**config.mk**
```make
export PLATFORM = sky130hd
export DESIGN_NAME = multiplexor_nx1_secuencial_flat
export DESIGN_NICKNAME = d
export VERILOG_FILES = /design/src/rtl/multiplexor_nx1_secuencial_if.sv /design/src/rtl/multiplexor_nx1_secuencial.sv /design/src/flat_wrapper.sv
export SDC_FILE = /design/constraint.sdc
export NUM_CORES = 1
export LEC_CHECK = 0
export BUFFER_PORTS_ARGS = -buffer_cell sky130_fd_sc_hd__buf_2
export CAP_MARGIN = 5
export CELL_PAD_IN_SITES_DETAIL_PLACEMENT = 0
export CELL_PAD_IN_SITES_GLOBAL_PLACEMENT = 1
export CORE_MARGIN = 5
export CORE_UTILIZATION = 33
export DETAILED_ROUTE_END_ITERATION = 10
export PLACE_DENSITY = 0.87
export SKIP_CTS_REPAIR_TIMING = 1
export SLEW_MARGIN = 20
export SYNTH_ARGS = -nofsm -noshare
export SYNTH_HDL_FRONTEND = slang
export SYNTH_SLANG_ARGS = --single-unit
```
**constraint.sdc**
```tcl
create_clock -name clock -period 3.1 [get_ports clock]
set_clock_uncertainty 0.2 [all_clocks]
set_input_delay 0.62 -clock clock [delete_from_list [all_inputs] [get_ports clock]]
set_output_delay 0.62 -clock clock [all_outputs]
set_load 0.05 [all_outputs]
```
**src/rtl/multiplexor_nx1_secuencial_if.sv**
```systemverilog
// Bus bundle for the registered N-to-1 multiplexer.
// Signals:
//   enable, mode, selector, inputs        - control and flattened channel data, driven by the source side
//   data_out, channel, valid, sel_error   - registered results, driven by the mux
// Modports: master (source and consumer side), slave (the mux itself).
interface multiplexor_nx1_secuencial_if #(
  parameter int unsigned WIDTH    = 8,
  parameter int unsigned CHANNELS = 4,
  parameter int unsigned SELW     = $clog2(CHANNELS)
);
  logic                      enable;
  logic                      mode;
  logic [SELW-1:0]           selector;
  logic [CHANNELS*WIDTH-1:0] inputs;
  logic [WIDTH-1:0]          data_out;
  logic [SELW-1:0]           channel;
  logic                      valid;
  logic                      sel_error;

  modport master (
    output enable, mode, selector, inputs,
    input  data_out, channel, valid, sel_error
  );

  modport slave (
    input  enable, mode, selector, inputs,
    output data_out, channel, valid, sel_error
  );
endinterface

```
**src/rtl/multiplexor_nx1_secuencial.sv**
```systemverilog
// Registered N-to-1 multiplexer with manual select and round-robin scan modes.
// Ports:
//   clock    - single clock, rising edge
//   reset_n  - asynchronous active-low reset
//   bus      - slave modport: enable/mode/selector/inputs in,
//              data_out/channel/valid/sel_error out (all registered)
module multiplexor_nx1_secuencial #(
  parameter int unsigned WIDTH    = 8,
  parameter int unsigned CHANNELS = 4,
  parameter int unsigned DWELL    = 4,
  parameter int unsigned SELW     = $clog2(CHANNELS)
) (
  input logic                          clock,
  input logic                          reset_n,
  multiplexor_nx1_secuencial_if.slave  bus
);

  localparam int unsigned     CNTW      = (DWELL > 1) ? $clog2(DWELL) : 1;
  localparam logic [SELW:0]   SEL_LIMIT = (SELW+1)'(CHANNELS);
  localparam logic [SELW-1:0] LAST_CH   = SELW'(CHANNELS - 1);
  localparam logic [CNTW-1:0] LAST_CNT  = CNTW'(DWELL - 1);

  logic [SELW-1:0]  cur_q, cur_d;
  logic [CNTW-1:0]  cnt_q, cnt_d;
  logic [WIDTH-1:0] data_q, data_d;
  logic [SELW-1:0]  channel_q, channel_d;
  logic             valid_q, valid_d;
  logic             sel_error_q, sel_error_d;

  logic             sel_ok;
  logic [SELW-1:0]  pick_ch;
  logic [WIDTH-1:0] pick_data;

  // Channel sampled at this edge: a legal manual selector, otherwise the current channel.
  always_comb begin
    sel_ok  = ({1'b0, bus.selector} < SEL_LIMIT);
    pick_ch = cur_q;
    if (!bus.mode && sel_ok) begin
      pick_ch = bus.selector;
    end
  end

  // Compare-based mux so a non-power-of-two channel count never indexes past the bus.
  always_comb begin
    pick_data = '0;
    for (int unsigned k = 0; k < CHANNELS; k++) begin
      if (pick_ch == SELW'(k)) begin
        pick_data = bus.inputs[k*WIDTH +: WIDTH];
      end
    end
  end

  // Next-state: hold everything when disabled except valid, which drops.
  always_comb begin
    cur_d       = cur_q;
    cnt_d       = cnt_q;
    data_d      = data_q;
    channel_d   = channel_q;
    sel_error_d = sel_error_q;
    valid_d     = 1'b0;

    if (bus.enable) begin
      valid_d   = 1'b1;
      data_d    = pick_data;
      channel_d = pick_ch;
      if (!bus.mode) begin
        // Manual: restarting the dwell count gives a later scan a full first dwell.
        cur_d       = pick_ch;
        cnt_d       = '0;
        sel_error_d = !sel_ok;
      end else begin
        // Scan: output labels the channel just sampled; cur moves on after DWELL samples.
        sel_error_d = 1'b0;
        if (cnt_q == LAST_CNT) begin
          cnt_d = '0;
          cur_d = (cur_q == LAST_CH) ? '0 : cur_q + SELW'(1);
        end else begin
          cnt_d = cnt_q + CNTW'(1);
        end
      end
    end
  end

  // State and output registers.
  always_ff @(posedge clock or negedge reset_n) begin
    if (!reset_n) begin
      cur_q       <= '0;
      cnt_q       <= '0;
      data_q      <= '0;
      channel_q   <= '0;
      valid_q     <= 1'b0;
      sel_error_q <= 1'b0;
    end else begin
      cur_q       <= cur_d;
      cnt_q       <= cnt_d;
      data_q      <= data_d;
      channel_q   <= channel_d;
      valid_q     <= valid_d;
      sel_error_q <= sel_error_d;
    end
  end

  assign bus.data_out  = data_q;
  assign bus.channel   = channel_q;
  assign bus.valid     = valid_q;
  assign bus.sel_error = sel_error_q;

endmodule

```
**src/flat_wrapper.sv**
```systemverilog
// flat-port wrapper written by rule: the top's interface ports become plain ports
module multiplexor_nx1_secuencial_flat 
#(
  parameter int unsigned WIDTH    = 8,
  parameter int unsigned CHANNELS = 4,
  parameter int unsigned DWELL    = 4,
  parameter int unsigned SELW     = $clog2(CHANNELS)
)
  (clock, reset_n, bus_enable, bus_mode, bus_selector, bus_inputs, bus_data_out, bus_channel, bus_valid, bus_sel_error);
  multiplexor_nx1_secuencial_if #(.WIDTH(WIDTH), .CHANNELS(CHANNELS), .SELW(SELW)) bus_i ();
  input logic clock;
  input logic reset_n;
  input wire logic [$bits(bus_i.enable)-1:0] bus_enable;
  input wire logic [$bits(bus_i.mode)-1:0] bus_mode;
  input wire logic [$bits(bus_i.selector)-1:0] bus_selector;
  input wire logic [$bits(bus_i.inputs)-1:0] bus_inputs;
  output wire logic [$bits(bus_i.data_out)-1:0] bus_data_out;
  output wire logic [$bits(bus_i.channel)-1:0] bus_channel;
  output wire logic [$bits(bus_i.valid)-1:0] bus_valid;
  output wire logic [$bits(bus_i.sel_error)-1:0] bus_sel_error;
  assign bus_i.enable = bus_enable;
  assign bus_i.mode = bus_mode;
  assign bus_i.selector = bus_selector;
  assign bus_i.inputs = bus_inputs;
  assign bus_data_out = bus_i.data_out;
  assign bus_channel = bus_i.channel;
  assign bus_valid = bus_i.valid;
  assign bus_sel_error = bus_i.sel_error;
  multiplexor_nx1_secuencial #(.WIDTH(WIDTH), .CHANNELS(CHANNELS), .DWELL(DWELL), .SELW(SELW)) u_core (.clock(clock), .reset_n(reset_n), .bus(bus_i));
endmodule
```
# Word-level counts from Yosys, hierarchy flattened
# Cells that the tools add are included.
[classes]
addsub = 2
n_eq_ne = 6
n_mux = 11
reduce_logical = 2
[ops]
columns = ["cell", "n"]
rows = [
  ["2-to-1 mux 8 bit", 4],
  ["2-to-1 mux 2 bit", 6],
  ["equality test 2 bit (second input constant)", 4],
  ["adder 2 x 1 -> 2 bit (second input constant)", 2],
  ["equality test 2 x 1 -> 1 bit (second input constant)", 1],
  ["zero test 2 bit", 1],
  ["inequality test 2 x 1 -> 1 bit (second input constant)", 1],
  ["AND reduction 2 bit", 1],
  ["2-to-1 mux 1 bit", 1],
]
[word_totals]
regBits = 15
inputBits = 38
output_inout_bits = 12
wordCells = 26

# Longest topological paths before layout
# Gate-level depths: netlist (run 1).
[logic_depth]
ltp_word = 6
mapped_depth = 6
mapped_depth_nobuf = 4

# Least setup slack after synthesis (run 1)
# OpenSTA, ideal clock, no wires.
[synth_timing]
kind = "input to register"
start = "in bus_mode"
end = "reg u_core.data_q[0], in the netlist u_core.bus.data_out[0]"
setup_ns = 0.134
arrival_time_ns = 1.368
required_ns = 2.766
setup_slack_ns = 1.398
stages = 5
n_path_buf = 1
cell_sequence = "buf_6 -> nor2b_4 -> a32o_4 -> a22oi_2 -> a31oi_1"
[synth_via]
elab_chain_cells = 6
elab_cells_between_ends = 9
cone_classes = "eq/ne: 3; mux: 5; reduce/logical: 1"
[synth_rtl]
columns = ["item", "line", "text"]
rows = [
  ["start, declared", "flat_wrapper.sv:14", "input wire logic [$bits(bus_i.mode)-1:0] bus_mode;"],
  ["2-to-1 mux 2 bit (*)", "multiplexor_nx1_secuencial.sv:38", "if (!bus.mode && sel_ok) begin"],
  ["zero test 2 bit", "multiplexor_nx1_secuencial.sv:47", "if (pick_ch == SELW'(k)) begin"],
  ["2-to-1 mux 8 bit (3 in series)", "multiplexor_nx1_secuencial.sv:47", ""],
  ["2-to-1 mux 8 bit (*)", "multiplexor_nx1_secuencial.sv:47", ""],
  ["end signal, assigned", "multiplexor_nx1_secuencial.sv:96", "data_q <= data_d;"],
  ["end, declared", "multiplexor_nx1_secuencial.sv:25", "logic [WIDTH-1:0] data_q, data_d;"],
]
# Every way passes the cells marked *; elsewhere a longest branch is shown, timed or not.
# A chain may end at the register's enable or synchronous reset.

# Final worst setup path (run 1)
[layout_timing]
start = "reg u_core.data_q[3], in the netlist u_core.bus.data_out[3]"
end = "out bus_data_out[3]"
[layout_lines]
columns = ["item", "line", "text"]
rows = [
  ["end, declared", "flat_wrapper.sv:17", "output wire logic [$bits(bus_i.data_out)-1:0] bus_data_out;"],
]
# No word-level cell between the ends.

==> summary.txt, run 1 <==
Die
  – Core Rows: 19
  – Die X: roughly 63 um
  – Starting density of the core: 0.340
  – # IOs: 50
  – Die Y-Extent: 62.8 um
  – Core Area: about 2700 sq um
  – Total die area: 3950 sq um

Routing
  – Wire per inst: 14.4 um
  – Vias per Instance: between 5 and 6
  – Residual DRC: 0
  – DRT Pass-1 Iters: 4
  – Post-Route WL: 2490 um
  – Drt first-iter violations: 12
  – Post-route ant nets: 0
  – Via count: 887

Status
  – Status: finished, final reports clean

Finish
  – # nets final: 183
  – Number of diodes: 0
  – FILL cells: 285
  – Syn-to-layout area delta: 28.8%
  – Finished Layout Cells: 173
  – Share of layout cells above drive strength 1: 0.451

Critical path
  – Worst R2R End: u_core.cur_q[1]$_DFFE_PN0P_
  – Crit path max fanout: 2
  – R2R Path Start: u_core.cur_q[1]$_DFFE_PN0P_
  – Reg-to-reg slack, setup: 1590 ps
  – Startpoint Class: register
  – CP Class: reg -> out
  – Worst path slowest cell: dfrtp_1
  – CP Data Arrival Time: 930 ps
  – Required @ worst endpoint: ~2300 ps
  – Cells along the critical path: buf_2
  – Critical path buffers and inverters: 1
  – Cell family with most CP delay: flip-flops
  – CP max stage delay: around 380 ps
  – Path depth of the worst reg2reg path: 4
  – Crit. End Element: output port

Yosys
  – Register area share after synthesis: 0.408
  – Synth async-reset ratio: 1.00
  – Synth Register Bits: 15
  – Ys flop type: dfrtp_1
  – Netlist cell types: 30
  – EDFF count, synth: 0
  – Synthesis Warnings: 0
  – Cell area after synthesis: 921 sq um
  – Post-Syn Area per Cell: 9.49 sq um
  – Syn nets: 137
  – Synth Instances: 97

GRT
  – Initial antenna violation count: 0
  – Grt total ovfl: 0
  – Largest net degree at the start of global routing: 27
  – Vias in the first global route: about 960
  – First-pass GRT wire length: 4240 um
  – Tot GR Track Use: 0.131

Pwr
  – Lkg Pwr: roughly 0.56 nW
  – VDD IR max: 0.000325 V
  – Pwr Density: ~530 nW/um^2

STA
  – Final worst-path cycle share: 0.565
  – RSZ-0062 raised after global routing: false
  – Fin Setup TNS: 0 ps
  – Fin. max-slew vios: 0
  – Final hold slack: 19.3 ps
  – Hold Vio Cnt, Final: 0
  – Max Fclk: ~570 MHz
  – Endpoints failing setup: 0
  – Fin crit period: 1750 ps

Clock network
  – CTS max path bufs: 2
  – Clk sink count: 15
  – CTS root buf: clkbuf_4
  – Cts bufs inserted: 3
  – CTS H-Tree Depth: 1
  – Worst-path clk slew: 90 ps
  – CTS tree: built
  – Clk_lat worst skew: 280 ps

Run
  – Maxcap violations: 0

Placement
  – IO Port Bufs: 48
  – Placed insts: 169
  – HPWL Detailed: roughly 2000 um
  – Gpl congestion: between 0.7 and 0.8

Min path
  – Hold/Removal Path Class: in -> async
[per-stage QoR]
stage                     power (W)  setup WS, ps  area (sq um)   util
after floorplan            0.000448          1400           921      -
after global placement     0.000520          1260          1160  0.428
after CTS                  0.000639          1330          1190  0.438
final                      0.000632          1350          1190  0.438
after detailed placement   0.000525          1220          1160  0.428
after global routing       0.000676          1300          1190  0.438
[layout by cell type, fill, tap and decap left out, drive strengths merged, types with 2 or more instances in the layout]
master,synthesis,routed
a22o,2,2
nand3,2,2
a21oi,4,4
ha,2,2
o22ai,10,10
o21ai,5,5
buf,4,48
dfrtp,15,15
nand2,12,12
a22oi,6,6
clkbuf,3,4
nor2,7,7
nand3b,3,3
inv,5,5
a31oi,9,9
[metal layers]
metal | part of all wire | global-route usage | vias to the layer above
met2 | 0.49 | 0.229 | 42
met1 | 0.43 | 0.152 | 400
met4 | 0 | 0.0239 | 0
met3 | 0.079 | 0.0504 | 0
met5 | 0 | 0 | -
li1 | - | - | 445
[synth_stat cells, drive strengths merged, types with 3 or more instances]
| cell | n | share of area |
|---|---|---|
| a22oi | 6 | 0.082 |
| dfrtp | 15 | 0.41 |
| buf | 4 | 0.030 |
| o21ai | 5 | 0.027 |
| clkbuf | 3 | 0.014 |
| nor2 | 7 | 0.029 |
| nand3b | 3 | 0.024 |
| nand2 | 12 | 0.052 |
| a21oi | 4 | 0.030 |
| o22ai | 10 | 0.068 |
| a31oi | 9 | 0.061 |
| inv | 5 | 0.020 |
[registers in the layout, indices dropped and copies added (netlist names)]
signal	flops
u_core.bus.channel	2
u_core.bus.data_out	8
u_core.bus.valid	1
u_core.cnt_q	2
u_core.cur_q	2
[how the worst max path moves through the flow]
stage / start / end / slack, ps / cells after the start
floorplan: bus_mode / u_core.bus.data_out[0]$_DFFE_PN0P_ / 1400 / 5
CTS: u_core.bus.data_out[3]$_DFFE_PN0P_ / bus_data_out[3] / 1330 / 1
finish: u_core.bus.data_out[3]$_DFFE_PN0P_ / bus_data_out[3] / 1350 / 1
global placement: bus_mode / u_core.bus.data_out[0]$_DFFE_PN0P_ / 1260 / 5
global route: u_core.bus.data_out[3]$_DFFE_PN0P_ / bus_data_out[3] / 1300 / 1
detailed placement: bus_enable / u_core.bus.data_out[3]$_DFFE_PN0P_ / 1220 / 4
[logic make-up (layout without fill, tap and decap cells)]
logic type / after synthesis / count (layout) / synth area share
muxes: 1 / 1 / 0.0109
other: 1 / 1 / 0.00407
and+or+nand+nor: 28 / 28 / 0.156
DFF: 15 / 15 / 0.408
buffers and inverters: 12 / 57 / 0.0639
AOI/OAI and AO/OA: 38 / 38 / 0.330
adders and majority gates: 2 / 2 / 0.0272
[power breakdown]
group | leakage (nW) | internal [W] | switching (W) | total [W]
logic | 0.369 | 0.0000881 | 0.000177 | 0.000265
clock network | 0.0150 | 0.0000499 | 0.0000614 | 0.000111
registers | 0.175 | 0.000229 | 0.0000274 | 0.000256
total | 0.559 | 0.000367 | 0.000265 | 0.000632
[final cells by class]
| type | count | area, sq um | share of cell area |
|---|---|---|---|
| Inverter | 5 | 18.8 | 0.0158 |
| Sequential cell | 15 | 375 | 0.316 |
| Tap cell | 31 | 38.8 | 0.0327 |
| Clock buffer | 4 | 26.3 | 0.0222 |
| Timing Repair Buffer | 48 | 240 | 0.203 |
| Multi-Input combinational cell | 70 | 487 | 0.410 |
No activity file was read; power rests on OpenSTA's default activity.
==> inputs of run 2 (changes only) <==
--- a/config.mk
+++ b/config.mk
@@ -10,9 +10,9 @@
 export CELL_PAD_IN_SITES_DETAIL_PLACEMENT = 0
 export CELL_PAD_IN_SITES_GLOBAL_PLACEMENT = 1
 export CORE_MARGIN = 5
-export CORE_UTILIZATION = 33
+export CORE_UTILIZATION = 31
 export DETAILED_ROUTE_END_ITERATION = 10
-export PLACE_DENSITY = 0.87
+export PLACE_DENSITY = 0.83
 export SKIP_CTS_REPAIR_TIMING = 1
 export SLEW_MARGIN = 20
 export SYNTH_ARGS = -nofsm -noshare
==> constraint.sdc (replaced) <==
create_clock -name clock -period 1.8 [get_ports clock]
set_clock_uncertainty 0.2 [all_clocks]
set_input_delay 0.36 -clock clock [delete_from_list [all_inputs] [get_ports clock]]
set_output_delay 0.36 -clock clock [all_outputs]
set_load 0.05 [all_outputs]
==> run 2 against run 1 <==
Combinational power increased by 74%; highest routed layer unchanged; worst setup slack got worse by 1000 ps; first-iteration DRC count increased by 67%.
==> summary.txt, run 2 (synthesis results as in run 1) <==
Placement
  – IO Port Bufs: 48 (unchanged)
  – Gpl congestion: 0.827 (+9.7%)
  – HPWL Detailed: 2150 um (+6.8%)
  – Placed cell areas: 1170 sq um (+0.65%)

Finish
  – # nets final: 185 (+1.1%)
  – Core Util, Final: 0.429 (-0.00859)
  – Highest-count cells in the layout ignoring fill and taps: buf_2 (48), dfrtp_1 (15), nand2_1 (11)
  – Sequential cell area: 375 sq um (unchanged)
  – Number of diodes: 0 (unchanged)
  – Max reg flops: 8 (unchanged)
  – Post-route cell area: 1200 sq um (+1.5%)
  – Area occupied by multi-input gates: 487 sq um (unchanged)
  – Syn-to-layout area delta: 30.7%
  – Commonest non-fill, non-tap cell in the layout: buf_2
  – FILL cells: 298 (+4.6%)
  – Share of layout cells above drive strength 1: 0.451 (+0.000685)

Min path
  – Hold/Removal Path Class: in -> reg

Clock network
  – CTS H-Tree Depth: 1 (unchanged)
  – CTS max path bufs: 2 (unchanged)
  – CTS tree: built
  – Worst-path clk slew: 100 ps (about the same)
  – Clk_lat worst skew: 280 ps (about the same)
  – CTS root buf: clkbuf_4
  – Clk sink count: 15 (unchanged)
  – Cts bufs inserted: 3 (unchanged)

Routing
  – Via count: 901 (+1.6%)
  – Vias per Instance: 5.15 (+0.42%)
  – Post-Route WL: 2640 um (+5.9%)
  – Wire per inst: 15.1 um (+4.7%)
  – DRT Pass-1 Iters: 4 (unchanged)
  – Drt first-iter violations: 20 (+8)
  – Residual DRC: 0 (unchanged)
  – Post-route ant nets: 0 (unchanged)

STA
  – RSZ-0062 raised after global routing: false
  – Final hold slack: 123 ps (+103 ps)
  – Fin crit period: 1500 ps
  – Fin Setup TNS: 0 ps (unchanged)
  – Max Fclk: roughly 670 MHz
  – Final worst-path cycle share: 0.833
  – Endpoints failing setup: 0 (unchanged)
  – Fin. max-slew vios: 0 (unchanged)
  – Hold Vio Cnt, Final: 0 (unchanged)

GRT
  – Tot GR Track Use: 0.129 (-0.00174)
  – Met1 GRT Util: 0.169 (+0.0176)
  – Largest net degree at the start of global routing: 19 (-30%)
  – Grt total ovfl: 0 (unchanged)
  – Vias in the first global route: 932 (-2.8%)
  – Met2 Usage GRT: 0.214 (-0.0154)
  – GRT busiest layer: met2
  – Met3 Resource Use GR: 0.0380 (-0.0124)
  – First-pass GRT wire length: 4340 um (+2.3%)
  – Initial antenna violation count: 0 (unchanged)

Critical path
  – Reg-to-reg slack, setup: 300 ps (-1290 ps)
  – Startpoint Class: register
  – Required @ worst endpoint: 1760 ps (-520 ps)
  – CP Class: reg -> reg
  – CP Data Arrival Time: 1460 ps (+530 ps)
  – Crit. End Element: register
  – Crit path max fanout: 9 (+7)

Die
  – Starting density of the core: 0.328 (-0.0115)
  – Die X: 64.5 um (+2.7%)
  – Die Y-Extent: 64.5 um (+2.7%)
  – # IOs: 50 (unchanged)
  – Total die area: 4160 sq um (+5.4%)
  – Core Rows: 19 (unchanged)
  – Core Area: 2810 sq um (+3.5%)

Pwr
  – VDD IR max: 0.000389 V (+20%)
  – Lkg Pwr: 0.568 nW (+1.6%)
  – Pwr Density: 914 nW/um^2 (+72%)
  – Power Total: 0.00110 W (+74%)

Status
  – Status: finished, final reports clean

Run
  – Maxcap violations: 0 (unchanged)
==> run 2: stage by stage <==
| stage | setup slack, ps | std cells |
|---|---|---|
| 2_1_floorplan | 358 | 97 |
| 6_report | 301 | 175 |
| 3_5_place_dp | 204 | 170 |
| 3_3_place_gp | 247 | 170 |
| 4_1_cts | 293 | 174 |
| 5_1_grt | 202 | 175 |
==> run 2: worst paths after layout <==
path,start,end,cells after the start
max in group asynchronous,reset_n,u_core.bus.channel[0]$_DFFE_PN0P_,2
min in group asynchronous,reset_n,u_core.bus.valid$_DFF_PN0_,2
worst max-delay path,u_core.cur_q[1]$_DFFE_PN0P_,u_core.bus.data_out[7]$_DFFE_PN0P_,4
worst min register to register,u_core.bus.channel[1]$_DFFE_PN0P_,u_core.bus.channel[1]$_DFFE_PN0P_,2
worst max register to register,u_core.cur_q[1]$_DFFE_PN0P_,u_core.bus.data_out[7]$_DFFE_PN0P_,4
worst min-delay path,bus_inputs[3],u_core.bus.data_out[3]$_DFFE_PN0P_,3
==> run 2: final cells by class <==
| class | instances | share of cell area |
|---|---|---|
| clock buffers | 4 | 0.0218 |
| inverters | 5 | 0.0156 |
| multi-input cells | 70 | 0.404 |
| flip-flops and latches | 15 | 0.312 |
| well taps | 31 | 0.0322 |
| repair buffers | 50 | 0.214 |
==> run 2: power breakdown <==
group	internal [W]	total (W)	switching, W
Combinational	0.000155	0.000462	0.000307
Sequential	0.000393	0.000439	0.0000452
Clock	0.0000860	0.000200	0.000114
==> run 2: per-layer routing <==
metal	part of all wire	routed length, um
met4	0	0
met5	0	0
met3	0.069	183
met2	0.50	1310
met1	0.43	1140
==> run 2: worst max-delay path, cell delays in order (launching register included) <==
cell and delay, ps:
dfrtp_1 520, nand3_1 140, a21bo_1 290, o22ai_1 170, a31oi_1 60
